$ cat src/rtl/mult_pkg.sv
// Shared definitions for the EX-stage multiplier: ALU op codes and the multiplier FSM states.
package mult_pkg;

    localparam logic [3:0] AND_OP = 4'd0;
    localparam logic [3:0] OR_OP  = 4'd1;
    localparam logic [3:0] ADD_OP = 4'd2;
    localparam logic [3:0] SLL_OP = 4'd3;
    localparam logic [3:0] SRL_OP = 4'd4;
    localparam logic [3:0] SUB_OP = 4'd6;
    localparam logic [3:0] SLT_OP = 4'd7;
    localparam logic [3:0] MUL_OP = 4'd8;

    typedef enum logic [1:0] {
        IDLE = 2'd0,
        BUSY = 2'd1,
        DONE = 2'd2
    } mult_state_t;

endpackage

$ cat src/rtl/mult_step.sv
// One combinational shift-add iteration: retires BITS_PER_CYCLE multiplier bits into the accumulator.
module mult_step #(
    parameter int DATA_W         = 32,
    parameter int BITS_PER_CYCLE = 1
) (
    input  logic [DATA_W-1:0] acc,
    input  logic [DATA_W-1:0] mcand,
    input  logic [DATA_W-1:0] mplier,
    output logic [DATA_W-1:0] acc_next,
    output logic [DATA_W-1:0] mcand_next,
    output logic [DATA_W-1:0] mplier_next
);

    logic [DATA_W-1:0] digit;

    // Only the low multiplier digit contributes this iteration; the sum wraps mod 2^DATA_W.
    assign digit       = {{(DATA_W-BITS_PER_CYCLE){1'b0}}, mplier[BITS_PER_CYCLE-1:0]};
    assign acc_next    = acc + (mcand * digit);
    assign mcand_next  = mcand << BITS_PER_CYCLE;
    assign mplier_next = mplier >> BITS_PER_CYCLE;

endmodule

$ cat src/rtl/seq_mult_unit.sv
// Iterative shift-add multiplier for the EX stage; stalls the pipeline until the low product word is ready.
// Optional early termination when the remaining multiplier bits are zero: define MULT_EARLY_TERM_EN.
module seq_mult_unit
    import mult_pkg::*;
#(
    parameter int DATA_W         = 32,
    parameter int BITS_PER_CYCLE = 1
) (
    input  logic              clk,
    input  logic              arst_n,
    input  logic [3:0]        alu_control,
    input  logic              start,
    input  logic              flush,
    input  logic [DATA_W-1:0] operand_a,
    input  logic [DATA_W-1:0] operand_b,
    output logic              stall_o,
    output logic [DATA_W-1:0] result,
    output logic              result_valid
);

    localparam int ITER  = DATA_W / BITS_PER_CYCLE;
    localparam int CNT_W = (ITER > 1) ? $clog2(ITER) : 1;

    mult_state_t       state;
    logic [DATA_W-1:0] acc;
    logic [DATA_W-1:0] mcand;
    logic [DATA_W-1:0] mplier;
    logic [CNT_W-1:0]  count;
    logic [DATA_W-1:0] result_q;

    logic              is_mul;
    logic              accept;
    logic              last_iter;
    logic              done_ok;
    logic [DATA_W-1:0] acc_next;
    logic [DATA_W-1:0] mcand_next;
    logic [DATA_W-1:0] mplier_next;

    assign is_mul  = start && (alu_control == MUL_OP);
    assign accept  = (state == IDLE) && is_mul && !flush;
    assign stall_o = accept || (state == BUSY);

    mult_step #(
        .DATA_W         (DATA_W),
        .BITS_PER_CYCLE (BITS_PER_CYCLE)
    ) u_step (
        .acc         (acc),
        .mcand       (mcand),
        .mplier      (mplier),
        .acc_next    (acc_next),
        .mcand_next  (mcand_next),
        .mplier_next (mplier_next)
    );

`ifdef MULT_EARLY_TERM_EN
    assign last_iter = (count == '0) || (mplier_next == '0);
`else
    assign last_iter = (count == '0);
`endif

    // A flush arriving in DONE cancels the result: no pulse, and the previous result stays visible.
    assign done_ok      = (state == DONE) && !flush;
    assign result_valid = done_ok;
    assign result       = done_ok ? acc : result_q;

    always_ff @(posedge clk or negedge arst_n) begin
        if (!arst_n) begin
            state    <= IDLE;
            acc      <= '0;
            mcand    <= '0;
            mplier   <= '0;
            count    <= '0;
            result_q <= '0;
        end else begin
            case (state)
                IDLE: begin
                    if (accept) begin
                        state  <= BUSY;
                        acc    <= '0;
                        mcand  <= operand_a;
                        mplier <= operand_b;
                        count  <= CNT_W'(ITER - 1);
                    end
                end
                BUSY: begin
                    if (flush) begin
                        state <= IDLE;
                    end else begin
                        acc    <= acc_next;
                        mcand  <= mcand_next;
                        mplier <= mplier_next;
                        if (last_iter) begin
                            state <= DONE;
                        end else begin
                            count <= count - 1'b1;
                        end
                    end
                end
                DONE: begin
                    if (!flush) begin
                        result_q <= acc;
                    end
                    state <= IDLE;
                end
                default: state <= IDLE;
            endcase
        end
    end

endmodule

$ cat config.mk
export PLATFORM = sky130hd
export DESIGN_NAME = seq_mult_unit
export DESIGN_NICKNAME = d
export VERILOG_FILES = /design/src/rtl/mult_pkg.sv /design/src/rtl/mult_step.sv /design/src/rtl/seq_mult_unit.sv
export SDC_FILE = /design/constraint.sdc
export NUM_CORES = 1
export LEC_CHECK = 0
export ABC_CLOCK_PERIOD_IN_PS = 2650
export CORE_MARGIN = 10
export CORE_UTILIZATION = 45
export DETAILED_ROUTE_END_ITERATION = 7
export PLACE_DENSITY = 0.71
export SLEW_MARGIN = 25
export SYNTH_ARGS = -nofsm -noshare
export SYNTH_HDL_FRONTEND = slang
export SYNTH_SLANG_ARGS = --single-unit
export TNS_END_PERCENT = 10
$ cat constraint.sdc
create_clock -name clk -period 2.65 [get_ports clk]
set_clock_uncertainty 0.15 [all_clocks]
set_input_delay 0.265 -clock clk [delete_from_list [all_inputs] [get_ports clk]]
set_output_delay 0.265 -clock clk [all_outputs]
set_load 0.05 [all_outputs]
==> results of run 1 <==
==> cell usage in the layout (no fill, tap or decap), types with 3 or more instances in the layout <==
master / count
nor2_1: 147
dfrtp_1: 135
buf_4: 126
clkdlybuf4s50_1: 70
o22ai_1: 62
nand2_1: 38
mux2_2: 32
and2_1: 31
o21ai_0: 31
nand3_1: 29
a21oi_1: 28
a21o_1: 24
ha_1: 23
clkbuf_16: 17
xnor2_1: 13
xor2_1: 11
inv_1: 9
o21ai_1: 9
nand4_1: 8
ha_4: 8
buf_12: 7
nand2_2: 5
a31oi_1: 5
nand2b_1: 4
nor3_1: 4
o211ai_1: 4
bufinv_16: 4
nor4b_1: 3
o31ai_1: 3
a211oi_1: 3
clkbuf_8: 3
==> state kept, by name, indices dropped and copies added (netlist names) <==
name,count
mplier,32
acc,32
count,5
state,2
result_q,32
mcand,32
==> cell usage after synthesis, drive strengths merged (5+ instances only) <==
| library cell | instances | area share |
|---|---|---|
| a21oi | 30 | 0.021 |
| ha | 33 | 0.057 |
| xor2 | 11 | 0.013 |
| a21o | 25 | 0.026 |
| and2 | 32 | 0.028 |
| nand4 | 8 | 0.0069 |
| a211oi | 5 | 0.0052 |
| o31ai | 5 | 0.0052 |
| xnor2 | 13 | 0.016 |
| clkbuf | 36 | 0.022 |
| buf | 9 | 0.0096 |
| inv | 9 | 0.0047 |
| o22ai | 63 | 0.054 |
| dfrtp | 135 | 0.47 |
| nand2 | 43 | 0.023 |
| mux2 | 32 | 0.050 |
| nand3 | 30 | 0.021 |
| a31oi | 6 | 0.0052 |
| nor2 | 149 | 0.077 |
| o21ai | 43 | 0.030 |
==> area by class of cell <==
cell class	count	area, um^2
clock buffer	21	470
clock inverter	10	168
fill	1321	5850
inverter	9	33.8
multi-input combinational	582	3850
sequential	135	3380
tap	216	270
timing repair buffer	205	1810
==> power groups by stage <==
stage	registers (mW)	clock network [mW]	logic, mW
floorplan	2.97	0	2.69
global placement	3.12	0	3.99
detailed placement	3.13	0	4.06
CTS	3.11	2.61	4.22
global route	3.22	2.70	4.95
finish	3.13	2.56	4.45
==> cell families after synthesis <==
logic type	share of synthesized area
AND/OR/NAND/NOR	0.183
XOR/XNOR	0.0289
AO/OA/AOI/OAI	0.176
multiplexers	0.0510
buffers and inverters	0.0362
flip-flops	0.465
adder cells (fa/ha/maj)	0.0596
==> per-layer routing <==
| metal | part of all wire | wire length, um | vias to the layer above | track usage |
|---|---|---|---|---|
| li1 | - | - | 3112 | - |
| met1 | 0.45 | 8730 | 3044 | 0.225 |
| met3 | 0.053 | 1030 | 24 | 0.0541 |
| met4 | 0.013 | 255 | 0 | 0.0500 |
| met5 | 0 | 0 | - | 0 |
| met2 | 0.48 | 9240 | 134 | 0.290 |
==> worst reg2reg max path: stages (launching register included) <==
cell	delay (ns)
dfrtp_1	0.42
buf_4	0.17
and2_1	0.15
ha_2	0.38
nand2_1	0.07
nor2_1	0.08
a21oi_1	0.10
and2_4	0.19
a2111oi_4	0.51
o2111ai_1	0.21
a211o_1	0.32
nand3_1	0.08
==> worst paths after layout <==
check,to,slack (ns),cells past startpoint,from
setup / recovery,acc[30],-0.24,11,mplier[0]
hold / removal,mplier[31],0.24,3,operand_b[31]
setup reg to reg,acc[30],-0.24,11,mplier[0]
hold reg to reg,result_q[28],0.35,1,result_q[28]
max in group asynchronous,result_q[29],1.34,3,arst_n
min in group asynchronous,result_q[6],0.25,2,arst_n
==> metrics by stage <==
stage / util / setup WS [ns] / cell area (um^2) / hold WS (ns)
2_1_floorplan: - / -0.159 / 7270 / -0.181
3_3_place_gp: 0.574 / -0.212 / 9090 / 0.159
3_5_place_dp: 0.574 / -0.326 / 9090 / 0.155
4_1_cts: 0.622 / -0.276 / 9850 / 0.234
5_1_grt: 0.631 / -0.371 / 9980 / 0.242
6_report: 0.631 / -0.241 / 9980 / 0.245
==> timing repair <==
action,4_1_cts,5_1_grt
endpoints found under the setup margin,18,22
buffers inserted,4,0
hold endpoints to repair,64,0
pin swaps,8,14
resized for setup,18,22
hold buffers,1,0
==> results.md, run 1 <==
- The flow ran to the end, but the final reports show violations.
- The checks that failed: setup timing.
- The net count of the finished layout is 1056.
- At the later pin of the worst-skew pair, clock insertion delay measures ~0.42 ns.
- The number of storage elements in the synthesis netlist is 135.
- The path class of the lowest-slack min-delay path is in2reg.
- The switching share of power is 0.354.
- The slew at the pin closest to its max-slew limit is 0.625 ns.
- In this run the number of H-tree levels came out at 4.
- The largest net degree at the start of global routing is 67.
- Based on the critical path, the design can be clocked at up to 346 MHz.
- The power per standard cell area is 1020 nW/um^2.
- The routability congestion estimate is 0.935.
- The peak per-stage delay on the critical path is a little over 0.5 ns.
- STA classifies the critical path endpoint as a register.
- The synthesized design contains 0 enable-type register cells.
- The first-pass GRT wire length is around 32000 um.
- In this run the power spent charging and discharging nets is 3.59 mW.
- Counting tap cells, the placed design contains a total of 1142 instances.
- Detailed routing inserted a total of 6314 vias.
- The final sum of negative setup slack is -1.98 ns.
- The sequential area share after synthesis is 0.465.
- The count of yosys warnings during synthesis is 0.
- The required time at the endpoint of the critical path is 2.86 ns.
- The final number of max-transition violations is 0.
- For this run, design rule violations remaining after detail routing come to 0.
- Setup violations remaining at the end of the flow were counted as 18.
- The number of buffers created by CTS is 17.
- The synthesis-to-finish area growth is 37.4%.
- The async set or reset register ratio after synthesis is 1.00.
- The total count of hold-check failures in the final report is 0.
- The share of total power in sequential cells is 0.309.
- The worst setup path category is reg2reg.
- For the worst setup path, the data arrival time is around 3.1 ns.
- The combinational share of power is 0.439.
- For this run, the leading register cell type out of synthesis is dfrtp_1.
- For this block, the routed nets add up to 19300 um of wire.
- The number of antenna violations at the first check in global routing is 0.
- The maximum root-to-sink buffer count is 2.
- Summed over all layers, the global routing overflow is 0.
- The internal portion of total power is 6.55 mW.
- The signal on the critical path passes through buf_4 > and2_1 > ha_2 > nand2_1 > nor2_1 > a21oi_1 > and2_4 > a2111oi_4 > o2111ai_1 > a211o_1 > nand3_1.
- The final clock period utilization by the worst path is 1.09.
- The clock tree from TritonCTS is built.
- The largest individual stage delay along the critical path comes from the cell a2111oi_4.
- In this run the standard cell core region covers 15800 um^2.
- The number of nets with antenna violations after routing is 0.
- Measured against its own limit, the worst slew margin works out to 0.583.
- Together, buffers and inverters on the worst path number 1.
- After the flow finishes, the layout carries non-filler instances totaling 1178.
- For this configuration, the core starts out at a cell density of 0.459.
- In the final layout, the share of cells above drive strength 1 is 0.248.
- Summing every instance area after synthesis gives between 7000 and 8000 um^2.
- The number of clock sinks is 135.
- Averaged over all synthesized cells, the footprint is 9.42 um^2.
- The die is approximately 150 um wide.
- The post-detailed-route via-to-cell ratio is 5.36.
- The die is 147 um tall.
- The number of antenna diodes in the final layout is 0.
- The clock period minus worst slack is 2.89 ns.
- For this run, the detailed router's first-pass iteration total came to 4.
- The violation count after the first detailed-route iteration is 398.
- roughly 110 I/O pins were placed.
- After technology mapping, the gate count stands at 771.
- The floorplan step defined a die boundary enclosing around 22000 um^2.
- The count of max-cap constraint violations is 0.
- Setup repair after global routing could not meet its margin everywhere.
- The number of nets produced by synthesis is approximately 900.
- The number of global-route vias before repair was 6555.
- Buffers placed on the I/O ports in this run total 105.
- Summed over all cells, the static leakage comes to 4.65 nW.
- The smallest setup slack after layout is -0.241 ns.
- The clock share of power is 0.252.
- The total power consumption of the routed design is 10.1 mW.
- The wire length per cell is 16.3 um.
- The family with the most delay on the worst path is compound AO/OA/AOI/OAI gates.
- The critical path startpoint category is a register.
- The total routing usage reported by global routing is 0.179.
- The clock-pin slew on the worst setup and hold paths is 0.06 ns.
- The post-DP HPWL is approximately 14000 um.
- In this run the core area contains 46 standard-cell rows.
- Clock tree synthesis selected as its root buffer the cell clkbuf_16.
- The count of distinct cell types in the synthesized netlist is 61.
- The worst-case vdd ir drop is around 0.00053 V.
- The maximum net fanout on the critical path is 6.
(Power assumes the default switching activity.)
==> run 2: changes to the inputs <==
--- a/config.mk
+++ b/config.mk
@@ -9,6 +9,7 @@
 export CORE_MARGIN = 10
 export CORE_UTILIZATION = 45
 export DETAILED_ROUTE_END_ITERATION = 7
+export GPL_TIMING_DRIVEN = 1
 export PLACE_DENSITY = 0.71
 export SLEW_MARGIN = 25
 export SYNTH_ARGS = -nofsm -noshare
==> results of run 2 <==
The final DEF is identical to that of run 1; final timing and power are the same.
